==> config.mk <==
export PLATFORM = sky130hd
export DESIGN_NAME = gpio_apb_bank
export DESIGN_NICKNAME = d
export VERILOG_FILES = /design/src/rtl/gpio_bank_pkg.sv /design/src/rtl/gpio_sync_edge.sv /design/src/rtl/gpio_apb_bank.sv
export SDC_FILE = /design/constraint.sdc
export NUM_CORES = 1
export LEC_CHECK = 0
export ABC_AREA = 1
export BUFFER_PORTS_ARGS = -buffer_cell sky130_fd_sc_hd__buf_2
export CAP_MARGIN = 20
export CORE_MARGIN = 2
export CORE_UTILIZATION = 55
export DETAILED_ROUTE_END_ITERATION = 16
export PLACE_DENSITY = 0.84
export SLEW_MARGIN = 20
export SYNTH_ARGS = -nofsm -noshare
export SYNTH_HDL_FRONTEND = slang
export SYNTH_SLANG_ARGS = --single-unit
==> constraint.sdc <==
create_clock -name sclk -period 3.5 [get_ports sclk]
set_input_delay 0.35 -clock sclk [delete_from_list [all_inputs] [get_ports sclk]]
set_output_delay 0.35 -clock sclk [all_outputs]
set_load 0.005 [all_outputs]
==> src/rtl/gpio_bank_pkg.sv <==
// Shared definitions for the GPIO APB bank: register slot addresses, APB FSM states and
// the wait-state counter width.
package gpio_bank_pkg;

    localparam logic [2:0] REG_DIR      = 3'd0;
    localparam logic [2:0] REG_OUT      = 3'd1;
    localparam logic [2:0] REG_IN       = 3'd2;
    localparam logic [2:0] REG_IRQ_EN   = 3'd3;
    localparam logic [2:0] REG_IRQ_STAT = 3'd4;
    localparam logic [2:0] REG_OUT_SET  = 3'd5;
    localparam logic [2:0] REG_OUT_CLR  = 3'd6;
    localparam logic [2:0] REG_ID       = 3'd7;

    localparam int unsigned WAIT_CNT_W = 4;

    typedef enum logic [1:0] {
        StIdle,
        StWait,
        StDone
    } apb_state_e;

endpackage

==> src/rtl/gpio_sync_edge.sv <==
// Two-flop synchroniser for the pad inputs plus a rising-edge detector.
// The third (edge) flop exists only when GPIO_BANK_IRQ_EN is defined; otherwise rise is 0.
module gpio_sync_edge #(
    parameter int unsigned Width = 8
) (
    input  logic             sclk,
    input  logic             resetn,
    input  logic [Width-1:0] din_i,
    output logic [Width-1:0] sync_q,
    output logic [Width-1:0] rise
);

    logic [Width-1:0] meta_q;

    always_ff @(posedge sclk or negedge resetn) begin
        if (!resetn) begin
            meta_q <= '0;
            sync_q <= '0;
        end else begin
            meta_q <= din_i;
            sync_q <= meta_q;
        end
    end

`ifdef GPIO_BANK_IRQ_EN
    logic [Width-1:0] prev_q;

    always_ff @(posedge sclk or negedge resetn) begin
        if (!resetn) begin
            prev_q <= '0;
        end else begin
            prev_q <= sync_q;
        end
    end

    assign rise = sync_q & ~prev_q;
`else
    assign rise = '0;
`endif

endmodule

==> src/rtl/gpio_apb_bank.sv <==
// APB completer for one GPIO bank: direction/output registers, synced inputs, ID.
// Interrupt registers, edge capture and irq are built only with GPIO_BANK_IRQ_EN defined.
module gpio_apb_bank
    import gpio_bank_pkg::*;
#(
    parameter int unsigned           DATA_WIDTH  = 8,
    parameter int unsigned           ADDR_WIDTH  = 3,
    parameter int unsigned           WAIT_STATES = 0,
    parameter logic [DATA_WIDTH-1:0] ID_VALUE    = DATA_WIDTH'(8'hA5)
) (
    input  logic                  sclk,
    input  logic                  resetn,
    input  logic                  psel,
    input  logic                  penable,
    input  logic                  pwrite,
    input  logic [ADDR_WIDTH-1:0] paddr,
    input  logic [DATA_WIDTH-1:0] pwdata,
    output logic [DATA_WIDTH-1:0] prdata,
    output logic                  pready,
    input  logic [DATA_WIDTH-1:0] gpio_in,
    output logic [DATA_WIDTH-1:0] gpio_out,
    output logic [DATA_WIDTH-1:0] gpio_oe,
    output logic                  irq
);

    // Counter reaching zero marks the last wait cycle, so load one less than the wait count.
    localparam logic [WAIT_CNT_W-1:0] WaitLoad =
        (WAIT_STATES == 0) ? '0 : WAIT_CNT_W'(WAIT_STATES - 1);

    apb_state_e            state_q, state_d;
    logic [WAIT_CNT_W-1:0] cnt_q, cnt_d;
    logic                  pready_q, pready_d;
    logic [DATA_WIDTH-1:0] prdata_q, prdata_d;
    logic [DATA_WIDTH-1:0] dir_q, dir_d;
    logic [DATA_WIDTH-1:0] out_q, out_d;
    logic [DATA_WIDTH-1:0] in_sync, rise, rdata, ien_rd, stat_rd;
    logic [2:0]            reg_sel;
    logic                  access, commit, wr_en, rd_en;

    assign access  = psel & penable;
    assign reg_sel = paddr[2:0];
    assign wr_en   = commit & pwrite;
    assign rd_en   = commit & ~pwrite;

    gpio_sync_edge #(
        .Width (DATA_WIDTH)
    ) u_sync_edge (
        .sclk   (sclk),
        .resetn (resetn),
        .din_i  (gpio_in),
        .sync_q (in_sync),
        .rise   (rise)
    );

    // DONE absorbs the remainder of a held access so each transfer commits once.
    always_comb begin
        state_d  = state_q;
        cnt_d    = cnt_q;
        pready_d = pready_q;
        commit   = 1'b0;
        unique case (state_q)
            StIdle: begin
                if (access) begin
                    if (WAIT_STATES == 0) begin
                        commit  = 1'b1;
                        state_d = StDone;
                    end else begin
                        cnt_d    = WaitLoad;
                        pready_d = 1'b0;
                        state_d  = StWait;
                    end
                end
            end
            StWait: begin
                if (!access) begin
                    pready_d = 1'b1;
                    state_d  = StIdle;
                end else if (cnt_q == '0) begin
                    commit   = 1'b1;
                    pready_d = 1'b1;
                    state_d  = StDone;
                end else begin
                    cnt_d = cnt_q - 1'b1;
                end
            end
            StDone: begin
                if (!access) begin
                    state_d = StIdle;
                end
            end
            default: begin
                pready_d = 1'b1;
                state_d  = StIdle;
            end
        endcase
    end

    always_comb begin
        dir_d = dir_q;
        out_d = out_q;
        if (wr_en) begin
            unique case (reg_sel)
                REG_DIR:     dir_d = pwdata;
                REG_OUT:     out_d = pwdata;
                REG_OUT_SET: out_d = out_q | pwdata;
                REG_OUT_CLR: out_d = out_q & ~pwdata;
                default:     ;
            endcase
        end
    end

    always_comb begin
        rdata = '0;
        unique case (reg_sel)
            REG_DIR:      rdata = dir_q;
            REG_OUT:      rdata = out_q;
            REG_IN:       rdata = in_sync;
            REG_IRQ_EN:   rdata = ien_rd;
            REG_IRQ_STAT: rdata = stat_rd;
            REG_ID:       rdata = ID_VALUE;
            default:      rdata = '0;
        endcase
    end

    assign prdata_d = rd_en ? rdata : prdata_q;

    always_ff @(posedge sclk or negedge resetn) begin
        if (!resetn) begin
            state_q  <= StIdle;
            cnt_q    <= '0;
            pready_q <= 1'b1;
            prdata_q <= '0;
            dir_q    <= '0;
            out_q    <= '0;
        end else begin
            state_q  <= state_d;
            cnt_q    <= cnt_d;
            pready_q <= pready_d;
            prdata_q <= prdata_d;
            dir_q    <= dir_d;
            out_q    <= out_d;
        end
    end

`ifdef GPIO_BANK_IRQ_EN
    logic [DATA_WIDTH-1:0] ien_q, ien_d, stat_q, stat_d;

    always_comb begin
        ien_d  = ien_q;
        stat_d = stat_q | rise;
        if (wr_en && reg_sel == REG_IRQ_EN) begin
            ien_d = pwdata;
        end
        // A rise landing in the same cycle as a clear keeps the bit set.
        if (wr_en && reg_sel == REG_IRQ_STAT) begin
            stat_d = (stat_q & ~pwdata) | rise;
        end
    end

    always_ff @(posedge sclk or negedge resetn) begin
        if (!resetn) begin
            ien_q  <= '0;
            stat_q <= '0;
        end else begin
            ien_q  <= ien_d;
            stat_q <= stat_d;
        end
    end

    assign ien_rd  = ien_q;
    assign stat_rd = stat_q;
    assign irq     = |(stat_q & ien_q);
`else
    logic [DATA_WIDTH-1:0] unused_rise;

    assign unused_rise = rise;
    assign ien_rd      = '0;
    assign stat_rd     = '0;
    assign irq         = 1'b0;
`endif

    assign prdata   = prdata_q;
    assign pready   = pready_q;
    assign gpio_oe  = dir_q;
    assign gpio_out = out_q;

endmodule

# After elaboration in Yosys (flattened, before gate mapping)
# Index checks and enable logic that the tools add are counted.
# W data, S select, Z words.
[word_totals] regBits=47 in_bits=24 out_inout_bits=26 wordCells=52
[classes] add_sub_neg=1 n_eq_ne=10 n_mux=14 bitwise_logic=9 n_reduce_logical=10
[ops] cell="$pmux W8 S4" count=1
[ops] cell="$pmux W8 S3" count=1
[ops] cell="$eq A3 B3 Y1 const B" count=3
[ops] cell="$and A8 B8 Y8" count=1
[ops] cell="$mux W2" count=4
[ops] cell="$not A8 Y8" count=1
[ops] cell="$or A8 B8 Y8" count=1
[ops] cell="$pmux W2 S3" count=1
[ops] cell="$reduce_and A2 Y1" count=3
[ops] cell="$reduce_and A3 Y1" count=2
[ops] cell="$mux W1" count=5
[ops] cell="$logic_not A4 Y1" count=1
[ops] cell="$ne A2 B2 Y1 const B" count=2
[ops] cell="$pmux W1 S2" count=2
[ops] cell="$sub A4 B1 Y4 const B" count=1
[ops] cell="$and A1 B1 Y1" count=3
[ops] cell="$eq A3 B1 Y1 const B" count=1
[ops] cell="$eq A3 B2 Y1 const B" count=1
[ops] cell="$logic_not A3 Y1" count=1
[ops] cell="$ne A3 B3 Y1 const B" count=1
[ops] cell="$not A1 Y1" count=3
[ops] cell="$reduce_bool A3 Y1" count=1
[ops] cell="$eq A2 B1 Y1 const B" count=1
[ops] cell="$eq A2 B2 Y1 const B" count=1
[ops] cell="other kinds (2)" count=2

# Logic depth before layout (Yosys ltp)
# Gate-level depths: netlist of the first run.
[logic_depth] word_depth=6 depth_mapped=9 depth_no_buf=8

# By module
# A second synthesis of the first run with hierarchy kept.
[hier_totals] cells_unflattened=206 hier_area_um2=1825.5
[by_module_without_submodules] module="gpio_apb_bank" instances=1 cells_per_inst=181 area_per_inst_um2=1361.3 seq_area_each_um2=625.6
[by_module_without_submodules] module="gpio_sync_edge" instances=1 cells_per_inst=25 area_per_inst_um2=464.2 seq_area_each_um2=400.4

# Worst setup path after synthesis of the first run
# No wires, ideal clock.
[synth_timing] path_type="input to register" startpoint="input psel" endpoint="register prdata_q[5], in the netlist prdata[5]" setup_ns=0.065 arrival_ns=1.325 required_ns=3.435 path_slack_ns=2.109 path_stages=8 path_buffers=1 path_cell_list="nand2_1 inv_1 ha_1 inv_1 or2_2 clkbuf_1 o21bai_1 nand2_1"
[synth_between] elab_chain_len=4 elab_cells_between_ends=5 classes_between="3 x mux; 2 x bitwise"
[synth_rtl] element="from (decl)" line="gpio_apb_bank.sv:13" source="input logic psel,"
[synth_rtl] element="$and A1 B1 Y1 *" line="gpio_apb_bank.sv:40" source="assign access = psel & penable;"
[synth_rtl] element="$mux W1, on equally long branches" line="gpio_apb_bank.sv:75, gpio_apb_bank.sv:63"
[synth_rtl] element="$pmux W1 S2 *" line="gpio_apb_bank.sv:61" source="unique case (state_q)"
[synth_rtl] element="$and A1 B1 Y1 *" line="gpio_apb_bank.sv:43" source="assign rd_en = commit & ~pwrite;"
[synth_rtl] element="to (signal assigned)" line="gpio_apb_bank.sv:139" source="prdata_q <= prdata_d;"
[synth_rtl] element="to (decl)" line="gpio_apb_bank.sv:33" source="logic [DATA_WIDTH-1:0] prdata_q, prdata_d;"
# Every way passes the cells marked *; elsewhere a longest branch is shown, timed or not.
# A chain may end at the register's enable or synchronous reset.

# Worst setup path in the final report of the first run
[layout_timing] startpoint="register state_q[1]" endpoint="register out_q[0], in the netlist gpio_out[0]"
[layout_between] elab_chain_len=4 elab_cells_between_ends=5 classes_between="1 x eq/ne; 1 x mux; 1 x bitwise; 2 x reduce/logical"
[layout_rtl] element="from (decl)" line="gpio_apb_bank.sv:30" source="apb_state_e state_q, state_d;"
[layout_rtl] element="from (signal assigned)" line="gpio_apb_bank.sv:129" source="state_q <= StIdle;"
[layout_rtl] element="from (signal assigned)" line="gpio_apb_bank.sv:136" source="state_q <= state_d;"
[layout_rtl] element="$eq A2 B1 Y1 / $logic_not A2 Y1 (equally long branches)" line="gpio_apb_bank.sv:61"
[layout_rtl] element="$pmux W1 S2 *" line="gpio_apb_bank.sv:61"
[layout_rtl] element="$and A1 B1 Y1 *" line="gpio_apb_bank.sv:42" source="assign wr_en = commit & pwrite;"
[layout_rtl] element="$reduce_and A2 Y1 (no line) *"
[layout_rtl] element="to (signal assigned)" line="gpio_apb_bank.sv:141" source="out_q <= out_d;"
[layout_rtl] element="to (decl)" line="gpio_apb_bank.sv:35" source="logic [DATA_WIDTH-1:0] out_q, out_d;"
# Marked as above.

==> results.sh, run 1 <==
export IMPL_status="complete, no violations"
export IMPL_die_h_um=60.6
export IMPL_synth_nets=222
export IMPL_synth_most_common_cell="nand2_1"
export IMPL_ys_warn_count=0
export IMPL_tightest_slew_ps=844
export IMPL_die_w_um=60.6
export IMPL_hold_buffers=0
export IMPL_postCtsSetupBuffers=0
export IMPL_crit_fanout=16
export IMPL_async_flop_share=1.00
export IMPL_reg2regPathDepth=7
export IMPL_start_util=0.577
export IMPL_power_mw=1.28
export IMPL_grt_pass1_vias=1225
export IMPL_grt_pass1_wl_um=5620
export IMPL_fin_crit_sh=0.413
export IMPL_tns_ps=0
export IMPL_crit_path_start_kind="register"
export IMPL_layout_min_cycle_time_ps=1450
export IMPL_cts_tree="built"
export IMPL_synthFlopType="dfrtp_1"
export IMPL_synth_top_area_frac=0.583
export IMPL_vias_per_cell=4.98
export IMPL_reg2reg_to="gpio_out[0]"
export IMPL_htreeDepth=2
export IMPL_synthCells=197
export IMPL_highest_layer="met4"
export IMPL_r2r_start="state_q[1]"
export IMPL_cp_required_ps=3760
export IMPL_synth_edf_count=0
export IMPL_die_area_um2=3670
export IMPL_pin_count=50
export IMPL_grt_max_degree=42
export IMPL_power_density_nw_per_um2=618
export IMPL_overflow=0
export IMPL_vias=1424
export IMPL_synth_commonest_cells="79 x nand2_1, 41 x dfrtp_1, 25 x nand3_1, 14 x inv_1"
export IMPL_drv_cap=0
export IMPL_place_congestion=0.858
export IMPL_leakage_nw=1.19
export IMPL_fmax_mhz=691
export IMPL_diodes=0
export IMPL_hold_class="input pin to asynchronous set/reset pin"
export IMPL_dr_wl_met3_um=200
export IMPL_ant_nets=0
export IMPL_nets=266
export IMPL_rrSetupSlack_ps=2050
export IMPL_clockRootBuffer="clkbuf_4"
export IMPL_hpwl_um=2500
export IMPL_avgSynthCellArea_um2=8.94
export IMPL_drv_slew=0
export IMPL_slew_limit_headroom=0.437
export IMPL_synth_distinct_cells=23
export IMPL_drc=0
export IMPL_core_area_um2=3050
export IMPL_hold_viol=0
export IMPL_routed_wl_um=3400
export IMPL_syn_cell_area_um2=1760
export IMPL_clock_latency_ps=350
export IMPL_synth_top_cell_by_area="dfrtp_1"
export IMPL_setup_violations=0
export IMPL_num_rows=20
export IMPL_port_buffers=47
export IMPL_fin_worst_skew_ps=9.09
export IMPL_wl_met2_um=1550
export IMPL_cts_max_path_buffers=2
export IMPL_critical_path_class="register to register"
export IMPL_grt_antenna_before_repair=0
export IMPL_drtPass1Iterations=4
export IMPL_ys_ff_latch=41
export IMPL_rsz0062_at_grt="no"
export IMPL_synth_top_cells_by_area="dfrtp_1 58%, nand2_1 17%, nand3_1 7.1%"
export IMPL_wl_per_cell_um=11.9
export IMPL_drt_iter0_markers=66
export IMPL_drive_gt1_frac=0.248
export IMPL_synthToLayoutAreaGrowth_pct=17.9
export IMPL_cp_end_kind="register"
export IMPL_clkSlewWorstSetupHoldPaths_ps=120
export IMPL_ir_drop_mv=0.345
export IMPL_wl_met1_um=1560
export IMPL_fillCellCount=271
export IMPL_cp_arrival_ps=1700
export IMPL_ys_seq_area_frac=0.583
export IMPL_grt_util_all_layers=0.212
export IMPL_cts_resized=0
export IMPL_cts_sinks=41
export IMPL_numCtsBuffers=5
## per-layer routing
metal,global-route usage,up-vias
met5,0,-
met4,0.0994,0
met3,0.0554,11
met2,0.306,53
met1,0.302,651
li1,-,709
## worst max-delay path by stage
stage / slack [ps] / to / startpoint / cells after the start
after CTS: 2020 / gpio_out[0] / state_q[1] / 7
final: 2050 / gpio_out[0] / state_q[1] / 7
after floorplan: 2110 / prdata[5] / psel / 8
after global placement: 1910 / gpio_out[1] / paddr[0] / 7
after global routing: 1880 / gpio_out[6] / state_q[1] / 7
after detailed placement: 1860 / gpio_out[0] / paddr[0] / 7
## critical path: stages (launching register included)
cell and delay, ps:
dfrtp_1 410, inv_1 60, ha_1 200, nand2_1 110, a21oi_4 330, nand2_1 100, nand2_1 80, nand2_1 50
## layout make-up
class,instances,area [um^2],area share
tap,44,55.1,0.0265
inverter,15,56.3,0.0271
clock inverter,1,30.0,0.0145
sequential,41,1030,0.494
multi-input combinational,131,618,0.298
timing repair buffer,47,235,0.113
clock buffer,7,55.1,0.0265
## flip-flops by register name, indices dropped and copies added, names as in the netlist
| name | cells |
|---|---|
| state_q | 1 |
| prdata | 8 |
| gpio_oe | 8 |
| u_sync_edge.sync_q | 8 |
| u_sync_edge.meta_q | 8 |
| gpio_out | 8 |
## kinds of logic after synthesis
| logic type | after synthesis | share of synthesized area |
|---|---|---|
| AO/OA/AOI/OAI | 13 | 0.0490 |
| XOR/XNOR | 1 | 0.00498 |
| adder cells (fa/ha/maj) | 1 | 0.00711 |
| buffers and inverters | 25 | 0.0661 |
| flip-flops | 41 | 0.583 |
| other | 2 | 0.00427 |
| AND/OR/NAND/NOR | 114 | 0.286 |
## cell usage in the layout (no fill, tap or decap), drive strengths merged, types with 4 or more instances in the layout
| cell | count |
|---|---|
| dfrtp | 41 |
| nand2 | 79 |
| o21ai | 8 |
| buf | 47 |
| nand4 | 5 |
| inv | 15 |
| clkbuf | 7 |
| o21bai | 4 |
| nand3 | 26 |
## report_power, final
| part | internal, mW | total [mW] | switching [mW] | leakage [nW] |
|---|---|---|---|---|
| clock | 0.171 | 0.318 | 0.148 | 0.0455 |
| combinational | 0.139 | 0.287 | 0.148 | 0.634 |
| sequential | 0.589 | 0.677 | 0.0874 | 0.515 |
| total | 0.899 | 1.28 | 0.383 | 1.19 |
## through the flow
stage | cell area (um^2) | util | setup WS (ps) | cells | hold WS, ps
2_1_floorplan | 1760 | - | 2110 | 197 | 54.4
3_3_place_gp | 1990 | 0.652 | 1910 | 278 | 333
3_5_place_dp | 1990 | 0.652 | 1860 | 278 | 337
4_1_cts | 2080 | 0.680 | 2020 | 286 | 91.6
5_1_grt | 2080 | 0.680 | 1880 | 286 | 73.9
6_report | 2080 | 0.680 | 2050 | 286 | 87.4
(Power assumes the default switching activity.)
==> run 2, diff against run 1 <==
--- a/config.mk
+++ b/config.mk
@@ -9,9 +9,9 @@
 export BUFFER_PORTS_ARGS = -buffer_cell sky130_fd_sc_hd__buf_2
 export CAP_MARGIN = 20
 export CORE_MARGIN = 2
-export CORE_UTILIZATION = 55
+export CORE_UTILIZATION = 46
 export DETAILED_ROUTE_END_ITERATION = 16
-export PLACE_DENSITY = 0.84
+export PLACE_DENSITY = 0.75
 export SLEW_MARGIN = 20
 export SYNTH_ARGS = -nofsm -noshare
 export SYNTH_HDL_FRONTEND = slang
==> constraint.sdc (replaced) <==
create_clock -name sclk -period 1.29 [get_ports sclk]
set_input_delay 0.129 -clock sclk [delete_from_list [all_inputs] [get_ports sclk]]
set_output_delay 0.129 -clock sclk [all_outputs]
set_load 0.005 [all_outputs]
==> results.sh, run 2 (synthesis gave the netlist of run 1 again) <==
export IMPL_design_area_um2=2270
export IMPL_start_util=0.481
export IMPL_clock_latency_ps=290
export IMPL_power_mw=3.53
export IMPL_numCtsBuffers=5
export IMPL_hold_viol=0
export IMPL_pin_count=50
export IMPL_rrSetupSlack_ps=80
export IMPL_vias=1483
export IMPL_grt_max_degree=42
export IMPL_place_ws_ps=-9.24
export IMPL_critical_path_class="register to register"
export IMPL_drv_slew=0
export IMPL_cp_common_cell="nand2_1"
export IMPL_tns_ps=0
export IMPL_grt_pass1_wl_um=6650
export IMPL_cts_sinks=41
export IMPL_hold_class="input pin to register"
export IMPL_place_congestion=0.750
export IMPL_setup_ws_ps=77.7
export IMPL_layout_min_cycle_time_ps=1210
export IMPL_fin_worst_skew_ps=3.59
export IMPL_die_area_um2=4340
export IMPL_mostFrequentLayoutCells="78 x nand2_1, 47 x buf_2, 41 x dfrtp_1, 25 x nand3_1, 12 x inv_1"
export IMPL_cts_max_path_buffers=2
export IMPL_drive_gt1_frac=0.281
export IMPL_place_area_um2=2070
export IMPL_drv_cap=0
export IMPL_layout_cells_most_common="nand2_1"
export IMPL_leakage_nw=1.28
export IMPL_cp_end_kind="register"
export IMPL_hpwl_um=2820
export IMPL_max_stage_delay_ps=390
export IMPL_drtPass1Iterations=4
export IMPL_wl_per_cell_um=13.0
export IMPL_drt_iter0_markers=64
export IMPL_ant_nets=0
export IMPL_crit_fanout=8
export IMPL_cp_required_ps=1470
export IMPL_crit_path_start_kind="register"
export IMPL_power_density_nw_per_um2=1550
export IMPL_core_area_um2=3660
export IMPL_diodes=0
export IMPL_grt_pass1_vias=1429
export IMPL_htreeDepth=2
export IMPL_grt_antenna_before_repair=0
export IMPL_routed_wl_um=4000
export IMPL_setup_violations=0
export IMPL_die_h_um=65.9
export IMPL_num_rows=22
export IMPL_instances_no_fill=308
export IMPL_path_cells="inv_2 -> ha_4 -> nand2_2 -> a21oi_4 -> buf_6 -> nand2_1 -> nand2_1 -> nand2_1"
export IMPL_drc=0
export IMPL_status="complete, no violations"
export IMPL_fin_crit_sh=0.940
export IMPL_port_buffers=47
export IMPL_overflow=0
export IMPL_nets=284
export IMPL_clockRootBuffer="clkbuf_8"
export IMPL_dpl_cell_count=290
export IMPL_grt_util_all_layers=0.208
export IMPL_cts_tree="built"
export IMPL_vias_per_cell=4.81
export IMPL_clkSlewWorstSetupHoldPaths_ps=70
export IMPL_rsz0062_at_grt="no"
export IMPL_ir_drop_mv=0.838
export IMPL_die_w_um=65.9
export IMPL_cp_arrival_ps=1390
export IMPL_synthToLayoutAreaGrowth_pct=29.1
export IMPL_critPathSlowestCell="dfrtp_1"
export IMPL_fmax_mhz=825
==> run 2: path summary, 6_finish.rpt <==
path / start / end / depth (start not counted)
setup / recovery: state_q[1] / gpio_out[5] / 8
hold / removal: pwdata[6] / gpio_out[6] / 3
setup reg to reg: state_q[1] / gpio_out[5] / 8
hold reg to reg: u_sync_edge.meta_q[0] / u_sync_edge.sync_q[0] / 0
max in group asynchronous: resetn / gpio_oe[4] / 3
min in group asynchronous: resetn / gpio_out[0] / 3
==> run 2: layer usage <==
layer / vias up / GRT usage / part of all wire
li1: 748 / - / -
met1: 678 / 0.297 / 0.46
met2: 52 / 0.308 / 0.47
met3: 5 / 0.0443 / 0.056
met4: 0 / 0.0833 / 0.017
met5: - / 0 / 0
==> run 2: repair_timing <==
action / in CTS / in global routing
gates resized for setup: 3 / 3
endpoints found under the setup margin: 8 / 16
hold buffers: 9 / 0
setup buffers: 0 / 1
gates cloned: 0 / 0
hold endpoints to repair: 49 / 0
==> run 2: stage by stage <==
stage,util,hold WS [ps]
final,0.621,81.3
after global routing,0.621,73.2
after CTS,0.616,79.2
after detailed placement,0.566,114
after global placement,0.566,112
after floorplan,-,-167
==> run 2: power by group <==
part	internal [mW]	switching, mW
sequential	1.60	0.263
clock	0.375	0.417
combinational	0.447	0.424
total	2.42	1.10
==> run 2: worst max-delay path: cells and delay by family, from the launching register on <==
kind	cells	cell delay, ps
AOI/OAI and AO/OA	1	140
DFF	1	390
buffers and inverters	2	220
adders and majority gates	1	140
and+or+nand+nor	4	210
==> run 2: final cells by class <==
type / instances / area [um^2]
well taps: 48 / 60.1
repair buffers: 65 / 413
inverters: 15 / 56.3
multi-input cells: 131 / 636
flip-flops and latches: 41 / 1030
clock buffers: 6 / 72.6
clock inverters: 2 / 10.0
fillers: 308 / 1390
==> run 3, diff against run 2 <==
--- a/config.mk
+++ b/config.mk
@@ -8,10 +8,12 @@
 export ABC_AREA = 1
 export BUFFER_PORTS_ARGS = -buffer_cell sky130_fd_sc_hd__buf_2
 export CAP_MARGIN = 20
+export CELL_PAD_IN_SITES_DETAIL_PLACEMENT = 1
+export CELL_PAD_IN_SITES_GLOBAL_PLACEMENT = 2
 export CORE_MARGIN = 2
-export CORE_UTILIZATION = 46
+export CORE_UTILIZATION = 27
 export DETAILED_ROUTE_END_ITERATION = 16
-export PLACE_DENSITY = 0.75
+export PLACE_DENSITY_LB_ADDON = 0.1
 export SLEW_MARGIN = 20
 export SYNTH_ARGS = -nofsm -noshare
 export SYNTH_HDL_FRONTEND = slang
==> results.sh, run 3 (synthesis gave the netlist of run 1 again) <==
export IMPL_cts_tree="built"
export IMPL_grt_max_degree=26
export IMPL_grt_pass1_vias=1614
export IMPL_holdWs_ps=79.1
export IMPL_grt_pass1_wl_um=7980
export IMPL_crit_path_start_kind="register"
export IMPL_status="complete, no violations"
export IMPL_tns_ps=0
export IMPL_wl_met1_um=2140
export IMPL_p_sw_mw=1.15
export IMPL_ant_nets=0
export IMPL_drv_slew=0
export IMPL_layout_min_cycle_time_ps=1260
export IMPL_hold_class="input pin to register"
export IMPL_wl_met2_um=2410
export IMPL_cp_end_kind="register"
export IMPL_layout_cells_most_common="nand2_1"
export IMPL_cp_required_ps=1520
export IMPL_die_area_um2=7180
export IMPL_die_h_um=84.7
export IMPL_drtPass1Iterations=4
export IMPL_diodes=0
export IMPL_clockRootBuffer="clkbuf_8"
export IMPL_leakage_nw=1.32
export IMPL_cp_arrival_ps=1490
export IMPL_wl_per_cell_um=14.2
export IMPL_critical_path_class="register to register"
export IMPL_place_area_um2=2140
export IMPL_design_area_um2=2400
export IMPL_htreeDepth=2
export IMPL_vias_per_cell=4.48
export IMPL_p_clk_frac=0.263
export IMPL_die_w_um=84.7
export IMPL_routed_wl_um=4840
export IMPL_start_util=0.279
export IMPL_drt_iter0_markers=26
export IMPL_clock_latency_ps=290
export IMPL_nets=288
export IMPL_drive_gt1_frac=0.297
export IMPL_drc=0
export IMPL_vias=1524
export IMPL_power_density_nw_per_um2=1580
export IMPL_mostFrequentLayoutCells="78 x nand2_1, 47 x buf_2, 41 x dfrtp_1, 25 x nand3_1, 12 x inv_1"
export IMPL_cts_sinks=41
export IMPL_fin_worst_skew_ps=4.60
export IMPL_overflow=0
export IMPL_ir_drop_mv=0.659
export IMPL_grt_antenna_before_repair=0
export IMPL_port_buffers=47
export IMPL_fillCellCount=788
export IMPL_synthToLayoutAreaGrowth_pct=36.3
export IMPL_core_area_um2=6310
export IMPL_p_comb_frac=0.247
export IMPL_power_frac_seq=0.490
export IMPL_highest_layer="met4"
export IMPL_fin_crit_sh=0.978
export IMPL_rsz0062_at_grt="yes"
export IMPL_switching_share=0.303
export IMPL_grt_util_all_layers=0.144
export IMPL_crit_fanout=13
export IMPL_place_congestion=0.716
export IMPL_numCtsBuffers=5
export IMPL_internal_power_mw=2.65
export IMPL_clkSlewWorstSetupHoldPaths_ps=80
export IMPL_cts_max_path_buffers=2
export IMPL_hpwl_um=3540
export IMPL_pin_count=50
export IMPL_dr_wl_met3_um=241
export IMPL_fmax_mhz=793
export IMPL_num_rows=29
export IMPL_drv_cap=0
export IMPL_hold_viol=0
export IMPL_setup_violations=0
-- run 3: path summary, 6_finish.rpt --
| kind | slack, ps | endpoint | startpoint | cells after the start |
|---|---|---|---|---|
| hold reg to reg | 350 | u_sync_edge.sync_q[6] | u_sync_edge.meta_q[6] | 0 |
| setup / recovery | 30 | prdata[7] | state_q[1] | 6 |
| setup reg to reg | 30 | prdata[7] | state_q[1] | 6 |
| max in group asynchronous | 500 | u_sync_edge.meta_q[1] | resetn | 3 |
| min in group asynchronous | 310 | u_sync_edge.sync_q[7] | resetn | 2 |
| hold / removal | 80 | gpio_out[5] | pwdata[5] | 3 |
-- run 3: area by class of cell --
class / count / area, um^2 / area share
flip-flops and latches: 41 / 1030 / 0.428
clock buffers: 5 / 68.8 / 0.0287
inverters: 15 / 56.3 / 0.0235
multi-input cells: 131 / 652 / 0.272
clock inverters: 2 / 35.0 / 0.0146
well taps: 77 / 96.3 / 0.0401
repair buffers: 69 / 465 / 0.194
-- run 3: timing repair --
item | in CTS | in global routing
hold buffers | 9 | 0
resized for setup | 0 | 6
endpoints found under the setup margin | 0 | 17
buffers inserted | 0 | 1
hold endpoints to repair | 24 | 0
-- run 3: power groups by stage --
stage | Clock (mW) | Combinational (mW) | Sequential, mW
after floorplan | 0 | 0.382 | 1.84
after global placement | 0 | 0.848 | 1.90
after detailed placement | 0 | 0.870 | 1.90
after CTS | 1.04 | 0.894 | 1.88
after global routing | 1.09 | 1.08 | 1.92
final | 0.998 | 0.936 | 1.86
-- run 3: stage by stage --
step,utilization,power (mW),std cells,worst slack (ps)
5_1_grt,0.380,4.09,340,-44.1
6_report,0.380,3.79,340,28.3
2_1_floorplan,-,2.22,197,24.6
3_3_place_gp,0.340,2.75,322,52.8
3_5_place_dp,0.340,2.77,322,24.5
4_1_cts,0.370,3.81,338,1.74
-- run 3: routing by layer --
layer / up-vias / track usage
li1: 753 / -
met1: 723 / 0.187
met2: 41 / 0.238
met3: 7 / 0.0354
met4: 0 / 0.0390
met5: - / 0
-- run 3: worst max-delay path, stage by stage (launching register included) --
cell and delay, ps:
dfrtp_1 390, inv_2 70, ha_4 150, inv_1 40, or2_4 310, o21bai_1 180
nand2_1 70
